--- config.mk ---
export PLATFORM = sky130hd
export DESIGN_NAME = mem_port_master_flat
export DESIGN_NICKNAME = d
export VERILOG_FILES = /design/src/rtl/mem_port_master_if.sv /design/src/rtl/mem_port_master.sv /design/src/flat_wrapper.sv
export SDC_FILE = /design/constraint.sdc
export NUM_CORES = 1
export LEC_CHECK = 0
export CORE_AREA = 8 8 128 130
export CTS_CLUSTER_DIAMETER = 30
export DETAILED_ROUTE_END_ITERATION = 10
export DIE_AREA = 0 0 136 138
export GPL_ROUTABILITY_DRIVEN = 0
export HOLD_SLACK_MARGIN = 0.12
export PLACE_DENSITY = 0.75
export SLEW_MARGIN = 20
export SYNTH_ARGS = -nofsm -noshare
export SYNTH_HDL_FRONTEND = slang
export SYNTH_SLANG_ARGS = --single-unit
--- constraint.sdc ---
create_clock -name Clock -period 2.85 [get_ports Clock]
set_clock_uncertainty 0.2 [all_clocks]
set_input_delay 0.57 -clock Clock [delete_from_list [all_inputs] [get_ports Clock]]
set_output_delay 0.57 -clock Clock [all_outputs]
set_load 0.03 [all_outputs]
--- src/rtl/mem_port_master_if.sv ---
// Request/response and memory data-port bundle for mem_port_master.
// A request transfers on a rising edge where req_valid & req_ready; rsp_valid is a one-cycle pulse with no backpressure.
interface mem_port_master_if #(
  parameter int DATA_W = 20,
  parameter int ADDR_W = 5
);
  logic              req_valid;
  logic              req_ready;
  logic              req_we;
  logic [ADDR_W-1:0] req_addr;
  logic [DATA_W-1:0] req_wdata;
  logic              rsp_valid;
  logic [DATA_W-1:0] rsp_data;
  logic [ADDR_W-1:0] mem_addr;
  logic [DATA_W-1:0] mem_data;
  logic              mem_wr_en;
  logic [DATA_W-1:0] q_mem;
  logic              sb_empty;

  modport master (
    input  req_valid, req_we, req_addr, req_wdata, q_mem,
    output req_ready, rsp_valid, rsp_data, mem_addr, mem_data, mem_wr_en, sb_empty
  );

  modport slave (
    output req_valid, req_we, req_addr, req_wdata, q_mem,
    input  req_ready, rsp_valid, rsp_data, mem_addr, mem_data, mem_wr_en, sb_empty
  );
endinterface

--- src/rtl/mem_port_master.sv ---
// Data-port initiator: FIFO store buffer drained one write per cycle, fixed-latency loads.
// Optional macro MEM_STORE_FWD_EN: loads bypass a non-empty buffer and take the newest matching store's data.
module mem_port_master #(
  parameter int DATA_W   = 20,
  parameter int ADDR_W   = 5,
  parameter int SB_DEPTH = 4
) (
  input  logic                 Clock,
  input  logic                 Resetn,
  mem_port_master_if.master    bus,
  output logic [1:0]           dbg_state
);
  localparam int PTR_W = $clog2(SB_DEPTH);
  localparam int CNT_W = PTR_W + 1;
  localparam logic [CNT_W-1:0] FULL = CNT_W'(SB_DEPTH);

  typedef enum logic [1:0] {
    IDLE  = 2'd0,
    LOAD  = 2'd1,
    DRAIN = 2'd2
  } state_t;

  state_t            state;
  logic [ADDR_W-1:0] sb_addr [SB_DEPTH];
  logic [DATA_W-1:0] sb_data [SB_DEPTH];
  logic [PTR_W-1:0]  wr_ptr, rd_ptr, nxt_rd;
  logic [CNT_W-1:0]  count, count_nxt;
  logic              not_full, load_ok, push, load_acc, pop, load_presented;
  logic [ADDR_W-1:0] next_addr;
  logic [DATA_W-1:0] next_data;

`ifdef MEM_STORE_FWD_EN
  logic              fwd_hit, fwd_hit_c;
  logic [DATA_W-1:0] fwd_data, fwd_data_c;
  logic [PTR_W-1:0]  fwd_idx;
`endif

  assign dbg_state = state;

  always_comb begin
    not_full = (count < FULL);
`ifdef MEM_STORE_FWD_EN
    load_ok = (state == IDLE) && not_full;
`else
    load_ok = (state == IDLE) && (count == '0);
`endif
    bus.req_ready  = bus.req_we ? not_full : load_ok;
    bus.sb_empty   = (count == '0);
    push           = bus.req_valid & bus.req_ready & bus.req_we;
    load_acc       = bus.req_valid & bus.req_ready & ~bus.req_we;
    load_presented = bus.req_valid & ~bus.req_we;
    pop            = (state == DRAIN);
    count_nxt      = count + CNT_W'(push) - CNT_W'(pop);
    nxt_rd         = rd_ptr + 1'b1;
    // With one entry left, the next head is the store arriving on this very edge.
    if ((count == CNT_W'(1)) && push) begin
      next_addr = bus.req_addr;
      next_data = bus.req_wdata;
    end else begin
      next_addr = sb_addr[nxt_rd];
      next_data = sb_data[nxt_rd];
    end
  end

`ifdef MEM_STORE_FWD_EN
  // Walk oldest to newest so the last hit is the youngest store to that address.
  always_comb begin
    fwd_hit_c  = 1'b0;
    fwd_data_c = '0;
    fwd_idx    = '0;
    for (int i = 0; i < SB_DEPTH; i++) begin
      fwd_idx = rd_ptr + PTR_W'(i);
      if ((CNT_W'(i) < count) && (sb_addr[fwd_idx] == bus.req_addr)) begin
        fwd_hit_c  = 1'b1;
        fwd_data_c = sb_data[fwd_idx];
      end
    end
  end
`endif

  always_ff @(posedge Clock) begin
    if (push) begin
      sb_addr[wr_ptr] <= bus.req_addr;
      sb_data[wr_ptr] <= bus.req_wdata;
    end
  end

  always_ff @(posedge Clock) begin
    if (!Resetn) begin
      state         <= IDLE;
      count         <= '0;
      wr_ptr        <= '0;
      rd_ptr        <= '0;
      bus.mem_addr  <= '0;
      bus.mem_data  <= '0;
      bus.mem_wr_en <= 1'b0;
      bus.rsp_valid <= 1'b0;
      bus.rsp_data  <= '0;
`ifdef MEM_STORE_FWD_EN
      fwd_hit       <= 1'b0;
      fwd_data      <= '0;
`endif
    end else begin
      bus.rsp_valid <= 1'b0;
      count         <= count_nxt;
      if (push) wr_ptr <= wr_ptr + 1'b1;
      if (pop)  rd_ptr <= nxt_rd;
      case (state)
        IDLE: begin
          if (load_acc) begin
            bus.mem_addr  <= bus.req_addr;
            bus.mem_wr_en <= 1'b0;
`ifdef MEM_STORE_FWD_EN
            fwd_hit       <= fwd_hit_c;
            fwd_data      <= fwd_data_c;
`endif
            state         <= LOAD;
          end else if (count != '0) begin
            bus.mem_addr  <= sb_addr[rd_ptr];
            bus.mem_data  <= sb_data[rd_ptr];
            bus.mem_wr_en <= 1'b1;
            state         <= DRAIN;
          end else begin
            bus.mem_wr_en <= 1'b0;
          end
        end
        LOAD: begin
`ifdef MEM_STORE_FWD_EN
          bus.rsp_data  <= fwd_hit ? fwd_data : bus.q_mem;
`else
          bus.rsp_data  <= bus.q_mem;
`endif
          bus.rsp_valid <= 1'b1;
          bus.mem_wr_en <= 1'b0;
          state         <= IDLE;
        end
        DRAIN: begin
          // A waiting load gets the port back between writes.
          if ((count_nxt != '0) && !load_presented) begin
            bus.mem_addr  <= next_addr;
            bus.mem_data  <= next_data;
            bus.mem_wr_en <= 1'b1;
          end else begin
            bus.mem_wr_en <= 1'b0;
            state         <= IDLE;
          end
        end
        default: begin
          bus.mem_wr_en <= 1'b0;
          state         <= IDLE;
        end
      endcase
    end
  end
endmodule
--- src/flat_wrapper.sv ---
// flat-port wrapper written by rule: the top's interface ports become plain ports
module mem_port_master_flat 
#(
  parameter int DATA_W   = 20,
  parameter int ADDR_W   = 5,
  parameter int SB_DEPTH = 4
)
  (Clock, Resetn, dbg_state, bus_req_valid, bus_req_we, bus_req_addr, bus_req_wdata, bus_q_mem, bus_req_ready, bus_rsp_valid, bus_rsp_data, bus_mem_addr, bus_mem_data, bus_mem_wr_en, bus_sb_empty);
  mem_port_master_if #(.DATA_W(DATA_W), .ADDR_W(ADDR_W)) bus_i ();
  input  logic Clock;
  input  logic Resetn;
  output logic [1:0] dbg_state;
  input wire logic [$bits(bus_i.req_valid)-1:0] bus_req_valid;
  input wire logic [$bits(bus_i.req_we)-1:0] bus_req_we;
  input wire logic [$bits(bus_i.req_addr)-1:0] bus_req_addr;
  input wire logic [$bits(bus_i.req_wdata)-1:0] bus_req_wdata;
  input wire logic [$bits(bus_i.q_mem)-1:0] bus_q_mem;
  output wire logic [$bits(bus_i.req_ready)-1:0] bus_req_ready;
  output wire logic [$bits(bus_i.rsp_valid)-1:0] bus_rsp_valid;
  output wire logic [$bits(bus_i.rsp_data)-1:0] bus_rsp_data;
  output wire logic [$bits(bus_i.mem_addr)-1:0] bus_mem_addr;
  output wire logic [$bits(bus_i.mem_data)-1:0] bus_mem_data;
  output wire logic [$bits(bus_i.mem_wr_en)-1:0] bus_mem_wr_en;
  output wire logic [$bits(bus_i.sb_empty)-1:0] bus_sb_empty;
  assign bus_i.req_valid = bus_req_valid;
  assign bus_i.req_we = bus_req_we;
  assign bus_i.req_addr = bus_req_addr;
  assign bus_i.req_wdata = bus_req_wdata;
  assign bus_i.q_mem = bus_q_mem;
  assign bus_req_ready = bus_i.req_ready;
  assign bus_rsp_valid = bus_i.rsp_valid;
  assign bus_rsp_data = bus_i.rsp_data;
  assign bus_mem_addr = bus_i.mem_addr;
  assign bus_mem_data = bus_i.mem_data;
  assign bus_mem_wr_en = bus_i.mem_wr_en;
  assign bus_sb_empty = bus_i.sb_empty;
  mem_port_master #(.DATA_W(DATA_W), .ADDR_W(ADDR_W), .SB_DEPTH(SB_DEPTH)) u_core (.Clock(Clock), .Resetn(Resetn), .bus(bus_i), .dbg_state(dbg_state));
endmodule
# Word-level counts from Yosys, hierarchy flattened
# Memory sizes are Yosys's and may differ from the RTL's. A register that Yosys moved wholly into a read port is not among the register bits.
# Cells that the tools add are included.
op_classes:
  reduce_logical: 12
  n_mux: 26
  n_lt_le_gt_ge: 1
  add_sub_neg: 4
  eq_ne: 8
  bitwise_logic: 5
ops:
  columns: ["operator", "count"]
  rows:
  - ["2-to-1 mux 20 bit", 4]
  - ["one-hot mux 20 bit (2 select lines)", 1]
  - ["2-to-1 mux 5 bit", 4]
  - ["2-to-1 mux 2 bit", 7]
  - ["one-hot mux 5 bit (2 select lines)", 1]
  - ["inequality test 2 bit (second input constant)", 4]
  - ["2-to-1 mux 1 bit", 7]
  - ["nonzero test 3 bit", 2]
  - ["adder 2 x 1 -> 2 bit (second input constant)", 2]
  - ["AND 1 bit", 4]
  - ["one-hot mux 2 bit (2 select lines)", 1]
  - ["AND reduction 4 bit", 1]
  - ["adder 3 x 1 -> 3 bit", 1]
  - ["equality test 3 x 1 -> 1 bit (second input constant)", 1]
  - ["logical AND 1 bit", 3]
  - ["zero test 3 bit", 1]
  - ["< comparator 3 bit (second input constant)", 1]
  - ["inequality test 3 x 2 -> 1 bit (second input constant)", 1]
  - ["AND reduction 3 bit", 1]
  - ["subtractor 3 x 1 -> 3 bit", 1]
  - ["equality test 2 x 1 -> 1 bit (second input constant)", 1]
  - ["equality test 2 bit (second input constant)", 1]
  - ["zero test 2 bit", 1]
  - ["one-hot mux 1 bit (2 select lines)", 1]
  - ["other kinds (4)", 4]
word_totals:
  ramBits: 100
  output_inout_bits: 51
  in_bits: 49
  wordCells: 67
  regBits: 56
  mem_count: 2
mem_list:
  columns: ["name", "depth", "width", "rd", "rd_clocked_by_memory_dff", "write_ports", "line_no", "source"]
  rows:
  - ["u_core.sb_data", 4, 20, 2, 1, 1, "mem_port_master.sv:25", "logic [DATA_W-1:0] sb_data [SB_DEPTH];"]
  - ["u_core.sb_addr", 4, 5, 2, 1, 1, "mem_port_master.sv:24", "logic [ADDR_W-1:0] sb_addr [SB_DEPTH];"]

# Depth between registers and ports, before layout
# Gate-level depths: netlist (run 1).
depth:
  depth_word: 11
  depth_mapped: 12
  ltp_nobuf: 9

# Worst setup path before layout (run 1)
# Ideal clock, no wire load.
synth_timing:
  path_type: "register -> register"
  from: "reg u_core.state[1] (netlist: u_core.dbg_state[1])"
  to: "reg u_core.bus.mem_data[0]"
  arrival_ns: 2.859
  required_ns: 2.533
  path_stages_with_launch: 13
  slack_ns: -0.326
  path_cell_list: "dfxtp_1 > nor2b_1 > clkbuf_1 > buf_2 > ha_1 > inv_1 > ha_1 > fa_1 > nor2_1 > nand3_1 > and3_4 > buf_6 > a22o_1"
synth_via:
  elab_chain_len: 11
  word_cells_on_any_way: 20
  cone_classes: "add/sub (2); eq/ne (4); mux (4); bitwise (3); reduce/logical (7)"
synth_lines:
  columns: ["element", "line_no", "source"]
  rows:
  - ["start: declaration", "mem_port_master.sv:23", "state_t state;"]
  - ["start signal: assignment", "mem_port_master.sv:90", "state <= IDLE;"]
  - ["start signal: assignment", "mem_port_master.sv:117", "state <= LOAD;"]
  - ["start signal: assignment", "mem_port_master.sv:122", "state <= DRAIN;"]
  - ["zero test 2 bit", "mem_port_master.sv:45", "load_ok = (state == IDLE) && (count == '0);"]
  - ["logical AND 1 bit", "mem_port_master.sv:45", null]
  - ["2-to-1 mux 1 bit", "mem_port_master.sv:47", "bus.req_ready = bus.req_we ? not_full : load_ok;"]
  - ["AND 1 bit (2 in series)", "mem_port_master.sv:49", "push = bus.req_valid & bus.req_ready & bus.req_we;"]
  - ["adder 3 x 1 -> 3 bit", "mem_port_master.sv:53", "count_nxt = count + CNT_W'(push) - CNT_W'(pop);"]
  - ["subtractor 3 x 1 -> 3 bit *", "mem_port_master.sv:53", null]
  - ["via u_core.count_nxt[1]", "mem_port_master.sv:27", "logic [CNT_W-1:0] count, count_nxt;"]
  - ["nonzero test 3 bit *", "mem_port_master.sv:139", "if ((count_nxt != '0) && !load_presented) begin"]
  - ["logical AND 1 bit *", "mem_port_master.sv:139", null]
  - ["inequality test 2 bit (no line) *", null, null]
  - ["AND reduction 4 bit (no line) *", null, null]
  - ["end signal: assignment", "mem_port_master.sv:120", "bus.mem_data <= sb_data[rd_ptr];"]
  - ["end signal: assignment", "mem_port_master.sv:141", "bus.mem_data <= next_data;"]
  - ["end: declaration", "mem_port_master_if.sv:22", "output req_ready, rsp_valid, rsp_data, mem_addr, mem_data, mem_wr_en, sb_empty"]
# Mark *: on every way through the listed nets, which the timed path passes. The rest lies on a longest branch. The select of a mux whose other input is x is not followed.
# A chain may end at the register's enable or synchronous reset.

# Worst setup path after layout (run 1)
layout_timing:
  from: "reg u_core.count[0]"
  to: "reg u_core.bus.mem_data[17]"
layout_via:
  elab_chain_len: 11
  word_cells_on_any_way: 21
  cone_classes: "add/sub (2); order compare (1); eq/ne (4); mux (4); bitwise (3); reduce/logical (7)"
layout_lines:
  columns: ["element", "line_no", "source"]
  rows:
  - ["start: declaration", "mem_port_master.sv:27", null]
  - ["start signal: assignment", "mem_port_master.sv:105", "count <= count_nxt;"]
  - ["parallel branches: the longest is 11 deep, another holds < comparator 3 bit", null, null]
# Parallel ways; which one is timed is not known. The select of a mux whose other input is x is not followed.

==> reports/qor.yml, run 1 <==
logic_synthesis:
  syn_area_per_cell_um2: 13.7
  seq_area_frac_synth: 0.602
  synth.ff_latch_count: 158
  synth_top_cell_by_area: "edfxtp_1"
  synth.most_common_cell: "edfxtp_1"
  synth_area_um2: 6910
  ys_top_cells_by_count: "edfxtp_1 (100), dfxtp_1 (58), mux4_2 (50)"
  netlist_top_cells_area: "edfxtp_1 (43%), dfxtp_1 (17%), mux4_2 (16%), a22o_1 (2.5%), nand2_1 (2.4%)"
  ys_types: 34
  async_flop_share: 0
  synth-edff-count: 100
  synth_warnings: 0
  synth_top_area_frac: 0.434
  synthFlopType: "edfxtp_1"
  synthesis.instances: 503
  synth_nets: 559
setup_path:
  start_kind: "register"
  critPathRequiredTime_ps: 2960
  worstPathArrival_ps: 2810
  cp_cell_sequence: "inv_1 > ha_1 > inv_1 > ha_1 > fa_1 > xor3_1 > nand3_2 > and3_4 > a22o_1"
  max_stage_delay_ps: 440
  path_depth: 9
  reg2reg_depth: 9
  critical_path_class: "register to register"
  critPathSlowestCell: "dfxtp_1"
  cp.buffers_inverters: 2
  end_kind: "register"
  path_max_fanout: 21
  crit_family: "adder cells"
clock_tree:
  cts-root-buf: "clkbuf_16"
  numCtsBuffers: 17
  clk_path_buf_depth: 2
  worstSkewPairLatency_ps: 420
  h-tree-depth: 4
  cts_tree: "done"
  postCtsSetupRepairBufs: 0
  cts.sink_count: 158
  clkSlewWorstSetupHoldPaths_ps: 60
power_and_ir_drop:
  switching_share: 0.339
  ir_drop_v: 0.000517
  finalPower_mw: 8.01
  power_density_nw_per_um2: 911
  power.share.clock: 0.268
  leakage_nw: 2.92
  power.internal_mw: 5.30
  pwr-share-comb: 0.372
  p_seq_frac: 0.360
  p_switching_mw: 2.71
timing:
  worst_pin_slew_ps: 761
  fmax_mhz: 370
  min_period_over_period: 0.948
  slew_viol_final: 0
  setup_viol: 0
  layout_setup_ws_ps: 148
  hold_slack_ps: 254
  grt_setup_unrepaired: "false"
  min_period_ps: 2700
  finalHoldViolations: 0
  relSlewSlack: 0.492
layout:
  drive_above_1_share: 0.191
  fin_area_um2: 8800
  syn_to_final_growth_pct: 27.3
  fill_cells: 1084
  antenna_cells: 0
  fin_util: 0.615
  nets: 667
floorplan:
  io_pins: 100
  num_rows: 44
  chipHeight_um: 138
  dieArea_um2: 18800
  core_region_area_um2: 14300
  die_x_um: 136
  initial_core_util: 0.483
drt:
  viasPerCell: 6.01
  wl_per_cell_um: 21.5
  wl_um: 17400
  ant_nets: 0
  drt_iter0_drc: 441
  drc: 0
  via_count: 4856
  firstDrtPassIters: 5
global_routing:
  grt_pass1_wl_um: 26800
  antenna_found_initial: 0
  grt_pass1_vias: 4870
  overflow: 0
  grt_util_all_layers: 0.186
  grt_max_degree: 53
min_path:
  min_path_type: "register to register"
  holdPathStages: 2
outcome:
  status: "finished clean"
place:
  dpl_cell_area_um2: 8230
  place.port_buffers: 99
  dpl.hpwl_um: 11300
  place_ws_ps: -195
flow_run:
  timing.max_cap.violations: 0
-- timing repair --
item                       in CTS  in global routing
hold buffers                    0                  0
resized for setup               0                  1
setup endpoints to repair       0                  4
hold endpoints to repair        0                  0
-- cells in the final DEF (no fill, tap or decap), drive strengths merged, types with 20 or more instances in the layout --
| master | instances |
|---|---|
| a21oi | 24 |
| a22o | 20 |
| a31oi | 26 |
| buf | 30 |
| clkbuf | 22 |
| clkdlybuf4s50 | 98 |
| dfxtp | 58 |
| edfxtp | 100 |
| mux4 | 50 |
| nand2 | 45 |
| nand3 | 31 |
| nor2 | 28 |
| o21ai | 30 |
-- worst register-to-register path, delay by kind of cell (launching register included) --
family / cells / cell delay [ps]
adders and majority gates: 3 / 880
DFF: 1 / 440
and+or+nand+nor: 2 / 440
xor gates and xnor gates: 1 / 260
AOI/OAI and AO/OA: 1 / 250
buffers and inverters: 2 / 110
-- routing by layer --
metal / vias up / wire length (um) / GRT usage
li1: 2159 / - / -
met1: 2463 / 6880 / 0.222
met2: 203 / 9140 / 0.317
met3: 31 / 1010 / 0.0395
met4: 0 / 333 / 0.0781
met5: - / 0 / 0
-- power groups by stage --
stage                     combinational, mW  clock, mW  sequential [mW]
after floorplan                        1.78          0             3.14
after global placement                 2.89          0             2.92
after detailed placement               2.97          0             2.93
after CTS                              2.98       2.18             2.88
after global routing                   3.20       2.27             2.91
final                                  2.98       2.15             2.88
-- state kept, by name (all words and copies together) (netlist names), named ones only --
signal / cells
u_core.count: 3
u_core.bus.mem_addr: 5
u_core.bus.mem_data: 20
u_core.bus.rsp_valid: 1
u_core.dbg_state: 2
u_core.bus.rsp_data: 20
u_core.rd_ptr: 2
u_core.sb_addr: 20
u_core.bus.mem_wr_en: 1
u_core.wr_ptr: 2
u_core.sb_data: 80
-- per-stage QoR --
step	std cells	TNS [ps]
final	808	0
after global routing	808	0
after CTS	808	0
after detailed placement	776	-4520
after global placement	776	-2460
after floorplan	503	0
-- final timing paths --
kind | startpoint | end | slack (ps)
max | u_core.count[0] | u_core.bus.mem_data[17] | 150
min | u_core.bus.rsp_data[18] | u_core.bus.rsp_data[18] | 250
max reg2reg | u_core.count[0] | u_core.bus.mem_data[17] | 150
min reg2reg | u_core.bus.rsp_data[18] | u_core.bus.rsp_data[18] | 250
-- layout make-up --
cell class	instances	area (um2)	share of cell area
inverters	13	48.8	0.00555
flip-flops and latches	158	4170	0.474
clock buffers	22	475	0.0540
clock inverters	10	86.3	0.00981
multi-input cells	293	2540	0.289
repair buffers	128	1240	0.141
well taps	184	230	0.0262
-- kinds of logic after synthesis --
| logic type | count (synthesis) | share of synthesized area |
|---|---|---|
| xor+xnor | 3 | 0.00597 |
| simple gates | 127 | 0.0851 |
| fa+ha+maj | 7 | 0.0138 |
| flops | 158 | 0.602 |
| mux | 50 | 0.163 |
| compound gates | 106 | 0.0963 |
| buf+inv | 52 | 0.0337 |
(Power assumes the default switching activity.)
==> run 2: changes to the inputs <==
--- a/config.mk
+++ b/config.mk
@@ -12,6 +12,7 @@
 export GPL_ROUTABILITY_DRIVEN = 0
 export HOLD_SLACK_MARGIN = 0.12
 export PLACE_DENSITY = 0.75
+export REMOVE_ABC_BUFFERS = 1
 export SLEW_MARGIN = 20
 export SYNTH_ARGS = -nofsm -noshare
 export SYNTH_HDL_FRONTEND = slang
==> run 2 against run 1 <==
Effect of this change:
- non-clock buffer count fell by 4
- register-to-register slack improved by 20 ps
- via count rose by 0.12%
- sequential share of layout area fell by 0.43 points
- critical path type unchanged
- critical endpoint is now u_core.bus.mem_addr[3]
- largest power group unchanged
- highest routed layer unchanged
==> reports/qor.yml, run 2 (synthesis results as in run 1) <==
layout:
  fill_cells: 1107
  fin_area_um2: 8860
  nets: 663
  largest_reg_flops: 80
  syn_to_final_growth_pct: 28.2
  regMostFlops: "u_core.sb_data"
  fin_cells: 804
  mostFrequentLayoutCell: "edfxtp_1"
  antenna_cells: 0
  multiInputGateArea_um2: 2540
  fin_util: 0.619
  final_cell_mix: "edfxtp_1 (100), clkdlybuf4s50_1 (98), dfxtp_1 (56), mux4_2 (50), nand2_1 (45)"
  seqCellArea_um2: 4170
  drive_above_1_share: 0.187
setup_path:
  path_max_fanout: 6
  crit-reg2reg-launch: "u_core.count[0]"
  critical_path_class: "register to register"
  r2r-end: "u_core.bus.mem_addr[3]"
  start_kind: "register"
  end_kind: "register"
  worstPathArrival_ps: 2790
  reg2reg_slack_ps: 160
  critPathRequiredTime_ps: 2960
  reg2reg_depth: 9
drt:
  via_count: 4862
  drc: 0
  wl_per_cell_um: 21.4
  drt_iter0_drc: 434
  firstDrtPassIters: 5
  wl_um: 17200
  viasPerCell: 6.05
  ant_nets: 0
place:
  dp.cells: 772
  dpl.hpwl_um: 10900
  place.port_buffers: 99
  dpl_cell_area_um2: 8240
  place_ws_ps: -260
clock_tree:
  cts_tree: "done"
  cts-root-buf: "clkbuf_16"
  cts.sink_count: 158
  numCtsBuffers: 17
  cts_resized: 0
  clkSlewWorstSetupHoldPaths_ps: 60
  h-tree-depth: 4
  cts_hold_buffers: 0
  postCtsSetupRepairBufs: 0
  clk_path_buf_depth: 2
  worstSkewPairLatency_ps: 410
min_path:
  holdPathStages: 2
  min_path_type: "register to register"
  worstHoldStart: "u_core.bus.rsp_data[12]"
  holdPathEnd: "u_core.bus.rsp_data[12]"
floorplan:
  dieArea_um2: 18800
  core_region_area_um2: 14300
  initial_core_util: 0.483
  io_pins: 100
  num_rows: 44
  chipHeight_um: 138
  die_x_um: 136
global_routing:
  grt_util_all_layers: 0.185
  grt_pass1_vias: 5171
  antenna_found_initial: 0
  grt_max_degree: 53
  overflow: 0
  grt_pass1_wl_um: 27200
timing:
  min_period_ps: 2690
  relSlewSlack: 0.489
  layout_setup_ws_ps: 164
  tns_ps: 0
  worst_pin_slew_ps: 766
  slew_viol_final: 0
  fmax_mhz: 372
  min_period_over_period: 0.942
  grt_setup_unrepaired: "false"
  finalHoldViolations: 0
  setup_viol: 0
power_and_ir_drop:
  power_density_nw_per_um2: 928
  leakage_nw: 2.94
  ir_drop_v: 0.000526
outcome:
  status: "finished clean"
flow_run:
  timing.max_cap.violations: 0
==> run 2: per-layer routing <==
metal,vias up,track usage,share of wire
li1,2150,-,-
met2,230,0.306,0.50
met5,-,0,0
met1,2454,0.213,0.38
met3,28,0.0736,0.10
met4,0,0.0636,0.015
==> run 2: power breakdown <==
part	switching, mW	leakage [nW]	internal (mW)
Combinational	1.68	1.25	1.37
Sequential	0.187	1.38	2.69
Clock	0.899	0.301	1.40
==> run 2: worst max-delay path by stage <==
stage | startpoint | to | slack (ps) | cells past startpoint
CTS | u_core.count[0] | u_core.bus.mem_data[18] | 110 | 10
finish | u_core.count[0] | u_core.bus.mem_addr[3] | 160 | 9
floorplan | u_core.dbg_state[1] | u_core.bus.mem_data[0] | -2250 | 9
global placement | bus_req_valid | u_core.bus.mem_data[19] | -150 | 10
detailed placement | bus_req_valid | u_core.bus.mem_data[18] | -260 | 10
global route | u_core.count[0] | u_core.bus.mem_addr[3] | 20 | 9
==> run 2: area by class of cell <==
type                    count  area share
flip-flops and latches    158       0.470
multi-input cells         293       0.287
repair buffers            124       0.143
clock buffers              21      0.0544
well taps                 184      0.0260
clock inverters            11      0.0145
inverters                  13     0.00551
==> run 2: worst max-delay path, stage by stage, from the launching register on <==
cell and delay (ps):
dfxtp_1 420, inv_1 80, ha_1 280, inv_1 50, ha_1 210, fa_1 410
xor3_1 260, nand3_2 150, and4_1 270, a32o_1 250
==> run 2: stage by stage <==
stage | hold WS (ps) | power, mW
floorplan | 266 | 4.76
global placement | 241 | 5.85
detailed placement | 250 | 5.93
CTS | 259 | 8.24
global route | 276 | 8.61
finish | 257 | 8.22
